File: config.mk
export PLATFORM = sky130hd
export DESIGN_NAME = reg_bank_sb
export DESIGN_NICKNAME = d
export VERILOG_FILES = /design/src/rtl/reg_bank_pkg.sv /design/src/rtl/reg_clear_seq.sv /design/src/rtl/reg_bank_sb.sv
export SDC_FILE = /design/constraint.sdc
export NUM_CORES = 1
export LEC_CHECK = 0
export BUFFER_PORTS_ARGS = -buffer_cell sky130_fd_sc_hd__buf_2
export CAP_MARGIN = 20
export CORE_ASPECT_RATIO = 1.25
export CORE_MARGIN = 2
export CORE_UTILIZATION = 55
export CTS_CLUSTER_DIAMETER = 100
export DETAILED_ROUTE_END_ITERATION = 10
export PLACE_DENSITY_LB_ADDON = 0.2
export SKIP_CTS_REPAIR_TIMING = 1
export SLEW_MARGIN = 0
export SYNTH_ARGS = -nofsm -noshare
export SYNTH_HDL_FRONTEND = slang
export SYNTH_HIERARCHICAL = 1
export SYNTH_SLANG_ARGS = --single-unit
File: constraint.sdc
create_clock -name clk -period 19.8 [get_ports clk]
set_input_delay 4.95 -clock clk [delete_from_list [all_inputs] [get_ports clk]]
set_output_delay 4.95 -clock clk [all_outputs]
set_load 0.02 [all_outputs]
File: src/rtl/reg_bank_pkg.sv
// reg_bank_pkg: shared types and address check for the register bank
package reg_bank_pkg;
  typedef enum logic {ST_IDLE, ST_SWEEP} clr_state_t;
  function automatic logic addr_valid(input int addr, input int depth, input bit zero_reg);
    return (addr < depth) && !(zero_reg && addr == 0);
  endfunction
endpackage

File: src/rtl/reg_clear_seq.sv
// reg_clear_seq: soft-clear sequencer sweeping one register per cycle
module reg_clear_seq
  import reg_bank_pkg::*;
#(
  parameter int DEPTH  = 14,
  parameter int ADDR_W = 4
) (
  input  logic              clk,
  input  logic              rst,
  input  logic              clr,
  output logic              busy,
  output logic              clr_we,
  output logic [ADDR_W-1:0] clr_idx
);
  clr_state_t st;
  logic last;
  assign last = clr_idx == ADDR_W'(DEPTH - 1);
  // clr is only looked at in IDLE, so a held clr restarts one cycle after a sweep ends
  always_ff @(posedge clk or posedge rst)
    if (rst) begin
      st <= ST_IDLE;
      clr_idx <= '0;
    end else if (st == ST_IDLE) begin
      st <= clr ? ST_SWEEP : ST_IDLE;
    end else begin
      st <= last ? ST_IDLE : ST_SWEEP;
      clr_idx <= last ? '0 : clr_idx + 1'b1;
    end
  assign busy = st == ST_SWEEP;
  assign clr_we = busy;
endmodule

File: src/rtl/reg_bank_sb.sv
// reg_bank_sb: multi-port register bank with write bypass, pending scoreboard and soft-clear
module reg_bank_sb
  import reg_bank_pkg::*;
#(
  parameter int DATA_W   = 16,
  parameter int DEPTH    = 14,
  parameter int ADDR_W   = 4,
  parameter int NUM_RD   = 2,
  parameter int ZERO_REG = 0,
  parameter int BYPASS   = 1
) (
  input  logic                     clk,
  input  logic                     rst,
  input  logic                     we,
  input  logic [ADDR_W-1:0]        addr_wr,
  input  logic [DATA_W-1:0]        data_in,
  input  logic                     rsv_en,
  input  logic [ADDR_W-1:0]        rsv_addr,
  input  logic [NUM_RD*ADDR_W-1:0] addr_rd,
  output logic [NUM_RD*DATA_W-1:0] data_out,
  output logic [NUM_RD-1:0]        pend_out,
  input  logic                     clr,
  output logic                     busy,
  output logic                     wr_err
);
  logic [DATA_W-1:0] mem [DEPTH];
  logic [DEPTH-1:0] pend;
  logic clr_we, wr_ok, rsv_ok;
  logic [ADDR_W-1:0] clr_idx;
  reg_clear_seq #(.DEPTH(DEPTH), .ADDR_W(ADDR_W)) u_seq (
    .clk(clk), .rst(rst), .clr(clr), .busy(busy), .clr_we(clr_we), .clr_idx(clr_idx)
  );
  assign wr_ok = we && !busy && addr_valid(int'(addr_wr), DEPTH, ZERO_REG != 0);
  assign rsv_ok = rsv_en && !busy && addr_valid(int'(rsv_addr), DEPTH, ZERO_REG != 0);
  // reservation is applied last so a same-cycle producer keeps the entry pending
  always_ff @(posedge clk or posedge rst)
    if (rst) begin
      mem <= '{default: '0};
      pend <= '0;
      wr_err <= 1'b0;
    end else begin
      wr_err <= we && !wr_ok;
      if (clr_we) begin
        mem[clr_idx] <= '0;
        pend[clr_idx] <= 1'b0;
      end
      if (wr_ok) begin
        mem[addr_wr] <= data_in;
        pend[addr_wr] <= 1'b0;
      end
      if (rsv_ok) pend[rsv_addr] <= 1'b1;
    end
  for (genvar k = 0; k < NUM_RD; k++) begin : g_rd
    logic [ADDR_W-1:0] a;
    logic v;
    assign a = addr_rd[k*ADDR_W +: ADDR_W];
    assign v = addr_valid(int'(a), DEPTH, ZERO_REG != 0);
    assign data_out[k*DATA_W +: DATA_W] = !v ? '0 :
                                          (BYPASS != 0 && wr_ok && addr_wr == a) ? data_in : mem[a];
    assign pend_out[k] = v && pend[a];
  end
endmodule

==> impl_metrics.py, run 1 <==
metrics = {
    "clock_network": {
        "root_buffer": "clkbuf_16",
        "cts_tree": "yes",
        "clkTransAtPathRegs_ns": 0.06,
        "htree_levels": 1,
        "clk_latency_ns": 0.55,
        "cts_made_buffers": 26,
        "clock_path_buffers": 3,
        "clock_sinks": 244,
    },
    "setup_path": {
        "r2r_setup_slack_ns": 16.86,
        "endpoint": "data_out[3]",
        "critical_path_required_ns": 14.85,
        "reg2reg_depth": 5,
        "crit_fanout": 53,
        "endpoint_kind": "output port",
        "r2r_start": "u_seq/busy",
        "rr_endpoint": "pend[12]",
        "worst-setup-path-type": "input pin to output port",
        "cp-startpoint": "addr_rd[0]",
        "arrival_ns": 7.61,
        "crit_path_start_kind": "input pin",
    },
    "timing": {
        "finalHoldViolations": 0,
        "skew_ns": 0.0167,
        "worst_slew_pin_slew_ns": 1.25,
        "fmax_ghz": 0.0796,
        "rsz0062_at_grt": "no",
        "hold_slack_ns": 0.519,
        "drv_slew": 0,
        "fin_crit_sh": 0.634,
        "setup_viol_count_final": 0,
        "tns_ns": 0,
        "slew_headroom": 0.168,
        "finalCriticalPeriod_ns": 12.56,
    },
    "global_route": {
        "grt_usage": 0.345,
        "grt_pass1_wl_um": 65500,
        "first_global_vias": 10600,
        "grt_max_degree": 88,
        "antenna_found_initial": 0,
        "overflow": 0,
    },
    "synthesis": {
        "synth_top_area_share": 0.459,
        "synthCells": 1041,
        "async_reset_ff_frac": 1.00,
        "ys_types": 52,
        "avgSynthCellArea_um2": 12.8,
        "synthesis.nets": 1078,
        "yosysWarningCount": 6,
        "synth_edf_count": 0,
        "synth_seq_cells": 244,
        "syn_area_um2": 13300,
        "synth-seq-area-share": 0.459,
        "yosys.area.top_type": "dfrtp_1",
        "synth.area.top_cells": "dfrtp_1 46%, a22o_1 15%, mux4_2 12%, mux2i_1 7.3%, mux2_2 4.1%",
        "synthFlopType": "dfrtp_1",
    },
    "power": {
        "sw_frac_of_total": 0.323,
        "ir_drop_mv": 0.126,
        "p_sw_uw": 499,
        "p_leak_uw": 0.00688,
        "seqPwrFrac": 0.422,
        "p_comb_frac": 0.241,
        "p_clk_frac": 0.336,
        "powerDensity_nw_per_um2": 105,
        "power.internal_uw": 1050,
        "fin_total_pwr_uw": 1550,
    },
    "route": {
        "via_per_inst": 7.31,
        "vias": 10300,
        "wl_per_cell_um": 30.2,
        "drtIter0Drc": 1175,
        "wl_um": 42700,
        "ant_nets": 0,
        "remaining_drc_errors": 0,
        "dr.pass1.iters": 6,
    },
    "status": {
        "status": "complete, no violations",
    },
    "final_layout": {
        "synthToLayoutAreaGrowth_pct": 11.1,
        "num-nets-final": 1105,
        "antennaDiodeCount": 0,
        "layout-drive-gt1-share": 0.271,
        "final_cells": 1413,
    },
    "floorplanning": {
        "fp.dieArea_um2": 25400,
        "fp.dieW_um": 143,
        "die_h_um": 178,
        "rows": 63,
        "start_util": 0.561,
        "io_pins": 73,
        "core_area_um2": 23700,
    },
    "hold_path": {
        "hold_depth": 1,
        "hold_path_class": "flip-flop to flip-flop",
    },
    "placed_design": {
        "port_buffers": 72,
        "dp.cells": 1364,
        "dpl.hpwl_um": 25800,
        "gp_congestion": 0.868,
    },
    "run": {
        "max_cap_viol_count": 0,
    },
}
==> power groups by stage <==
stage          Sequential [uW]  Clock [uW]  Combinational, uW
2_1_floorplan              634           0                259
3_3_place_gp               654           0                358
3_5_place_dp               657           0                364
4_1_cts                    650         522                366
5_1_grt                    662         546                395
6_report                   653         520                373
==> worst min path at each step <==
stage,endpoint,from,slack [ns]
finish,mem[179],mem[179],0.52
global route,mem[192],mem[192],0.53
CTS,mem[193],mem[193],0.52
detailed placement,mem[192],mem[192],0.50
global placement,mem[113],mem[113],0.49
floorplan,mem[112],mem[112],0.48
==> layout by cell type (no fill, tap or decap), drive strengths merged, types with 12 or more instances in the layout <==
master	Yosys	routed
a21oi	13	13
a22o	235	235
buf	57	103
clkbuf	47	36
dfrtp	244	244
inv	17	17
mux2	49	49
mux2i	97	97
mux4	71	71
nand2	35	35
nor2	20	20
nor2b	12	12
o21ai	22	22
o22ai	32	32
==> per-layer routing <==
metal / global-route usage / vias up / wire [um]
met2: 0.518 / 660 / 19300
met4: 0.177 / 0 / 2590
met5: 0 / - / 0
li1: - / 4192 / -
met1: 0.487 / 5322 / 16800
met3: 0.0540 / 160 / 4060
==> cell usage after synthesis, drive strengths merged (12+ instances only) <==
cell and count:
a21oi 13, a22o 235, buf 57, clkbuf 47, dfrtp 244, inv 17
mux2 49, mux2i 97, mux4 71, nand2 35, nor2 20, nor2b 12
o21ai 22, o22ai 32
==> cell families (layout without fill, tap and decap cells) <==
kind of cell	after synthesis	count (layout)	share of synthesized area
simple gates	113	113	0.0484
flops	244	244	0.459
compound gates	337	337	0.211
mux	217	217	0.235
xor+xnor	9	9	0.00593
buf+inv	121	168	0.0413
==> final cells by class <==
| cell class | instances | area [um^2] |
|---|---|---|
| flip-flops and latches | 244 | 6110 |
| well taps | 325 | 407 |
| repair buffers | 103 | 628 |
| clock inverters | 12 | 176 |
| inverters | 17 | 71.3 |
| clock buffers | 36 | 728 |
| fillers | 1859 | 8950 |
| multi-input cells | 676 | 6660 |
==> stage by stage <==
stage               setup WS [ns]   util  cell area (um^2)
finish                       7.24  0.623             14800
global route                 7.07  0.623             14800
CTS                          7.21  0.622             14800
detailed placement           7.24  0.584             13800
global placement             7.19  0.583             13800
floorplan                    8.29      -             13300
==> state kept, by name (all words and copies together), names as in the netlist <==
| name | count |
|---|---|
| mem | 224 |
| pend | 14 |
| u_seq/clr_idx | 4 |
| u_seq/busy | 1 |
| wr_err | 1 |
==> critical path: stages <==
cell,delay [ns]
buf_4,0.10
buf_4,0.75
xor2_1,0.14
nor4_1,0.21
nand2_1,0.71
mux2_2,0.58
buf_2,0.17
Note: power is estimated with default switching activity, not from simulation.
==> inputs of run 2 (changes only) <==
Settings changed: ABC_AREA from default to 1.
Clock period 19.8 ns to 12.3 ns, I/O delays scaled along.
==> impl_metrics.py, run 2 <==
metrics = {
    "floorplanning": {
        "die_h_um": 192,
        "fp.dieW_um": 154,
        "rows": 68,
        "core_area_um2": 27700,
        "fp.dieArea_um2": 29600,
        "start_util": 0.560,
        "io_pins": 73,
    },
    "hold_path": {
        "min_from": "mem[208]",
        "hold_depth": 2,
        "hold_path_class": "flip-flop to flip-flop",
        "min_to": "mem[208]",
    },
    "global_route": {
        "grt_usage": 0.363,
        "antenna_found_initial": 1,
        "grt_pass1_wl_um": 84000,
        "first_global_vias": 15200,
        "grt_max_degree": 116,
        "overflow": 0,
    },
    "clock_network": {
        "clock_sinks": 244,
        "clk_latency_ns": 0.55,
        "root_buffer": "clkbuf_16",
        "htree_levels": 1,
        "cts_tree": "yes",
        "clkTransAtPathRegs_ns": 0.06,
        "clock_path_buffers": 3,
        "cts_made_buffers": 27,
    },
    "timing": {
        "tns_ns": 0,
        "rsz0062_at_grt": "no",
        "fin_crit_sh": 0.731,
        "finalCriticalPeriod_ns": 9.00,
        "skew_ns": 0.00998,
        "slew_headroom": 0.243,
        "finalHoldViolations": 0,
        "setup_ws_ns": 3.30,
        "fmax_ghz": 0.111,
        "worst_slew_pin_slew_ns": 1.13,
        "drv_slew": 0,
        "hold_slack_ns": 0.515,
        "setup_viol_count_final": 0,
    },
    "setup_path": {
        "crit_fanout": 61,
        "critical_path_required_ns": 9.22,
        "reg2reg_depth": 4,
        "worst-setup-path-type": "input pin to output port",
        "rr_endpoint": "mem[158]",
        "arrival_ns": 5.92,
        "endpoint_kind": "output port",
        "cp-startpoint": "addr_rd[4]",
        "r2r_start": "u_seq/busy",
        "crit_path_start_kind": "input pin",
        "r2r_setup_slack_ns": 9.87,
    },
    "final_layout": {
        "regMostFlops": "mem",
        "layout_common_cells": "792 x nand2_1, 327 x nand3_1, 244 x dfrtp_1",
        "synthToLayoutAreaGrowth_pct": 6.79,
        "antennaDiodeCount": 0,
        "final_core_util": 0.598,
        "final_common_cell": "nand2_1",
        "largest_reg_flops": 224,
        "largestRegisters": "mem: 224 flops, pend: 14 flops, u_seq/clr_idx: 4 flops",
        "num-nets-final": 2357,
        "layout-drive-gt1-share": 0.0779,
    },
    "status": {
        "status": "complete, no violations",
    },
    "power": {
        "ir_drop_mv": 0.122,
        "seqPwrFrac": 0.404,
        "p_comb_frac": 0.292,
        "sw_frac_of_total": 0.367,
        "p_clk_frac": 0.305,
        "fin_total_pwr_uw": 2530,
        "p_leak_uw": 0.00827,
        "power.internal_uw": 1600,
        "powerDensity_nw_per_um2": 153,
        "p_sw_uw": 930,
    },
    "route": {
        "via_per_inst": 5.95,
        "remaining_drc_errors": 0,
        "wl_um": 52900,
        "ant_nets": 0,
        "vias": 16000,
        "dr.pass1.iters": 6,
        "drtIter0Drc": 1841,
        "wl_per_cell_um": 19.7,
    },
    "synthesis": {
        "synth-compound-area-share": 0.124,
        "synth_fa_ha_area_frac": 0,
        "yosysMostFrequentCell": "nand2_1",
        "synth-seq-area-share": 0.393,
        "async_reset_ff_frac": 1.00,
        "syn_area_um2": 15500,
        "synth.area.top_cells": "dfrtp_1 39%, nand2_1 19%, nand3_1 11%, o21ai_0 5.2%, inv_1 5.1%",
        "yosysWarningCount": 6,
        "ys_types": 28,
        "synth-simple-area-share": 0.373,
        "muxShareOfSynthArea": 0,
        "synth_seq_cells": 244,
        "synth_edf_count": 0,
        "synth_top_area_share": 0.393,
        "synthCells": 2366,
        "netlist_top_cells_count": "792 x nand2_1, 327 x nand3_1, 244 x dfrtp_1, 213 x inv_1, 185 x nor2_1",
        "synth_top_family_by_area": "simple AND/OR/NAND/NOR gates",
        "synth_xor_area_frac": 0.00226,
        "yosys.area.top_type": "dfrtp_1",
        "avgSynthCellArea_um2": 6.56,
        "synthesis.nets": 2403,
        "synthFlopType": "dfrtp_1",
    },
    "placed_design": {
        "dpl.hpwl_um": 32300,
        "gp_congestion": 0.923,
        "pre_cts_ws_ns": 3.48,
        "port_buffers": 72,
    },
    "run": {
        "max_cap_viol_count": 0,
    },
}
-- run 2: changes by cell type after synthesis, moves of 39 or more --
cell,change
o21ai_0,+138
o211ai_1,+39
mux2i_1,-97
nand3_1,+318
nor2_1,+168
a22o_1,-235
inv_1,+196
o21ai_1,+120
mux2_2,-48
mux4_2,-71
nand2_1,+758
buf_2,+42
-- run 2: layer usage --
metal,vias to the layer above,track usage,part of all wire
met2,954,0.581,0.45
li1,7484,-,-
met4,2,0.173,0.049
met3,202,0.0627,0.11
met1,7357,0.481,0.39
met5,-,0,0.00017
-- run 2: cell type report --
class / instances / area (um^2)
Clock buffer: 38 / 777
Clock inverter: 8 / 43.8
Fill cell: 2637 / 11100
Inverter: 225 / 852
Multi-Input combinational cell: 1725 / 7780
Sequential cell: 244 / 6110
Tap cell: 350 / 438
Timing Repair Buffer: 97 / 588
-- run 2: through the flow --
| step | cell area, um^2 | std cells |
|---|---|---|
| after floorplan | 15500 | 2366 |
| after global placement | 15700 | 2637 |
| after detailed placement | 15700 | 2640 |
| after CTS | 16600 | 2686 |
| after global routing | 16600 | 2687 |
| final | 16600 | 2687 |
-- run 2: how the worst max path moves through the flow --
stage / to / depth (start not counted) / slack, ns
2_1_floorplan: mem[0] / 1 / 2.67
3_3_place_gp: data_out[31] / 10 / 3.44
3_5_place_dp: data_out[28] / 10 / 3.48
4_1_cts: data_out[28] / 10 / 3.48
5_1_grt: data_out[23] / 11 / 3.25
6_report: data_out[28] / 10 / 3.30
-- run 2: power by group through the flow --
stage	Sequential (uW)	Combinational, uW	Clock, uW
2_1_floorplan	1010	520	0
3_3_place_gp	1030	696	0
3_5_place_dp	1030	716	0
4_1_cts	1020	720	777
5_1_grt	1040	825	812
6_report	1020	740	771
-- run 2: kinds of logic (layout without fill, tap and decap cells) --
logic type / count (synthesis) / in the layout
xor gates and xnor gates: 4 / 4
buffers and inverters: 397 / 368
DFF: 244 / 244
AOI/OAI and AO/OA: 357 / 357
and+or+nand+nor: 1364 / 1364
-- run 2: worst max-delay path, cell delays in order --
cell and delay (ns):
buf_4 0.30, inv_2 0.73, buf_4 0.68, nand2_1 0.11
nand3_1 0.11, nand3_1 0.10, nand3_1 0.21, nand3_1 0.20
nand2_1 0.12, buf_2 0.16
==> inputs of run 3 (changes only) <==
Clock period 12.3 ns to 8 ns, I/O delays scaled along.
==> impl_metrics.py, run 3 (synthesis gave the netlist of run 2 again) <==
metrics = {
    "clock_network": {
        "clock_path_buffers": 3,
        "clk_latency_ns": 0.55,
        "htree_levels": 1,
        "clkTransAtPathRegs_ns": 0.06,
        "cts_tree": "yes",
        "clock_sinks": 244,
        "root_buffer": "clkbuf_16",
        "cts_made_buffers": 26,
    },
    "final_layout": {
        "layout_common_cells": "792 x nand2_1, 327 x nand3_1, 244 x dfrtp_1",
        "largestRegisters": "mem: 224 flops, pend: 14 flops, u_seq/clr_idx: 4 flops",
        "synthToLayoutAreaGrowth_pct": 7.56,
        "largest_reg_flops": 224,
        "final_common_cell": "nand2_1",
        "num-nets-final": 2364,
        "nFillCells": 2581,
        "final_core_util": 0.602,
        "regMostFlops": "mem",
        "layout-drive-gt1-share": 0.0785,
        "antennaDiodeCount": 0,
    },
    "timing": {
        "tns_ns": 0,
        "skew_ns": 0.0136,
        "setup_viol_count_final": 0,
        "finalHoldViolations": 0,
        "drv_slew": 0,
        "slew_headroom": 0.248,
        "rsz0062_at_grt": "no",
        "hold_slack_ns": 0.519,
        "finalCriticalPeriod_ns": 6.18,
        "fin_crit_sh": 0.772,
        "fmax_ghz": 0.162,
        "worst_slew_pin_slew_ns": 1.12,
    },
    "global_route": {
        "antenna_found_initial": 0,
        "first_global_vias": 14800,
        "overflow": 0,
        "grt_max_degree": 170,
        "grt_usage": 0.353,
        "grt_pass1_wl_um": 81800,
    },
    "power": {
        "sw_frac_of_total": 0.366,
        "seqPwrFrac": 0.407,
        "p_comb_frac": 0.292,
        "p_clk_frac": 0.302,
        "ir_drop_mv": 0.180,
        "power.internal_uw": 2450,
        "p_sw_uw": 1420,
        "p_leak_uw": 0.00833,
        "powerDensity_nw_per_um2": 232,
        "fin_total_pwr_uw": 3870,
    },
    "status": {
        "status": "complete, no violations",
    },
    "route": {
        "met1_length_um": 20900,
        "wl_met2_um": 23400,
        "vias": 15900,
        "ant_nets": 0,
        "dr.pass1.iters": 9,
        "drtIter0Drc": 1683,
        "remaining_drc_errors": 0,
        "wl_met3_um": 5740,
        "wl_per_cell_um": 19.4,
        "via_per_inst": 5.92,
        "wl_um": 52300,
        "top_layer": "met4",
    },
    "setup_path": {
        "endpoint_kind": "output port",
        "crit_path_cell_trace": "buf_4 > inv_2 > buf_4 > nand2_1 > nand3_1 > nand3_1 > nand3_1 > nand2_1 > nand2_1 > nand2_1 > buf_2",
        "r2r_setup_slack_ns": 5.53,
        "cp-startpoint": "addr_rd[4]",
        "arrival_ns": 4.18,
        "cpPeakStageDelay_ns": 0.59,
        "critical_path_required_ns": 6.00,
        "endpoint": "data_out[23]",
        "crit_fanout": 44,
        "crit_path_start_kind": "input pin",
        "cpMaxStageDelayCell": "buf_4",
        "cpMostUsedCell": "nand2_1",
        "reg2reg_depth": 3,
        "worst-setup-path-type": "input pin to output port",
        "rr_endpoint": "mem[71]",
        "r2r_start": "u_seq/busy",
    },
    "placed_design": {
        "dpl.hpwl_um": 32400,
        "port_buffers": 72,
        "gp_congestion": 0.927,
    },
    "floorplanning": {
        "fp.dieArea_um2": 29600,
        "start_util": 0.560,
        "core_area_um2": 27700,
        "rows": 68,
        "die_h_um": 192,
        "fp.dieW_um": 154,
        "io_pins": 73,
    },
    "hold_path": {
        "hold_path_class": "flip-flop to flip-flop",
        "min_from": "mem[215]",
    },
    "run": {
        "max_cap_viol_count": 0,
    },
}
==> run 3: through the flow <==
stage / instance area [um^2] / setup WS [ns] / std cells
CTS: 16600 / 1.92 / 2688
floorplan: 15500 / 2.87 / 2366
detailed placement: 15800 / 1.92 / 2644
finish: 16700 / 1.82 / 2693
global placement: 15800 / 1.95 / 2644
global route: 16700 / 1.77 / 2693
==> run 3: worst max-delay path: cells and delay by family <==
| family | cells | cell delay, ns |
|---|---|---|
| simple gates | 7 | 0.80 |
| buf+inv | 4 | 1.33 |
==> run 3: metal layers <==
| metal | vias to the layer above | track usage |
|---|---|---|
| met5 | - | 0 |
| li1 | 7468 | - |
| met2 | 960 | 0.557 |
| met3 | 181 | 0.0555 |
| met1 | 7330 | 0.476 |
| met4 | 0 | 0.173 |
==> run 3: how the worst min path moves through the flow <==
stage | to | slack (ns) | depth (start not counted)
3_3_place_gp | mem[209] | 0.50 | 2
4_1_cts | mem[197] | 0.52 | 2
6_report | mem[215] | 0.52 | 2
5_1_grt | mem[19] | 0.55 | 2
3_5_place_dp | mem[197] | 0.51 | 2
2_1_floorplan | mem[192] | 0.48 | 2
==> run 3: final cells by class <==
cell class / count / area [um^2] / share of cell area
tap: 350 / 438 / 0.0262
clock inverter: 4 / 22.5 / 0.00135
multi-input combinational: 1725 / 7770 / 0.465
sequential: 244 / 6110 / 0.365
timing repair buffer: 105 / 751 / 0.0449
clock buffer: 40 / 774 / 0.0464
inverter: 225 / 848 / 0.0508
==> run 3: power by group through the flow <==
stage	clock network, uW	registers [uW]	logic [uW]
2_1_floorplan	0	1560	800
3_3_place_gp	0	1580	1070
3_5_place_dp	0	1590	1090
4_1_cts	1170	1570	1100
5_1_grt	1220	1600	1260
6_report	1170	1570	1130
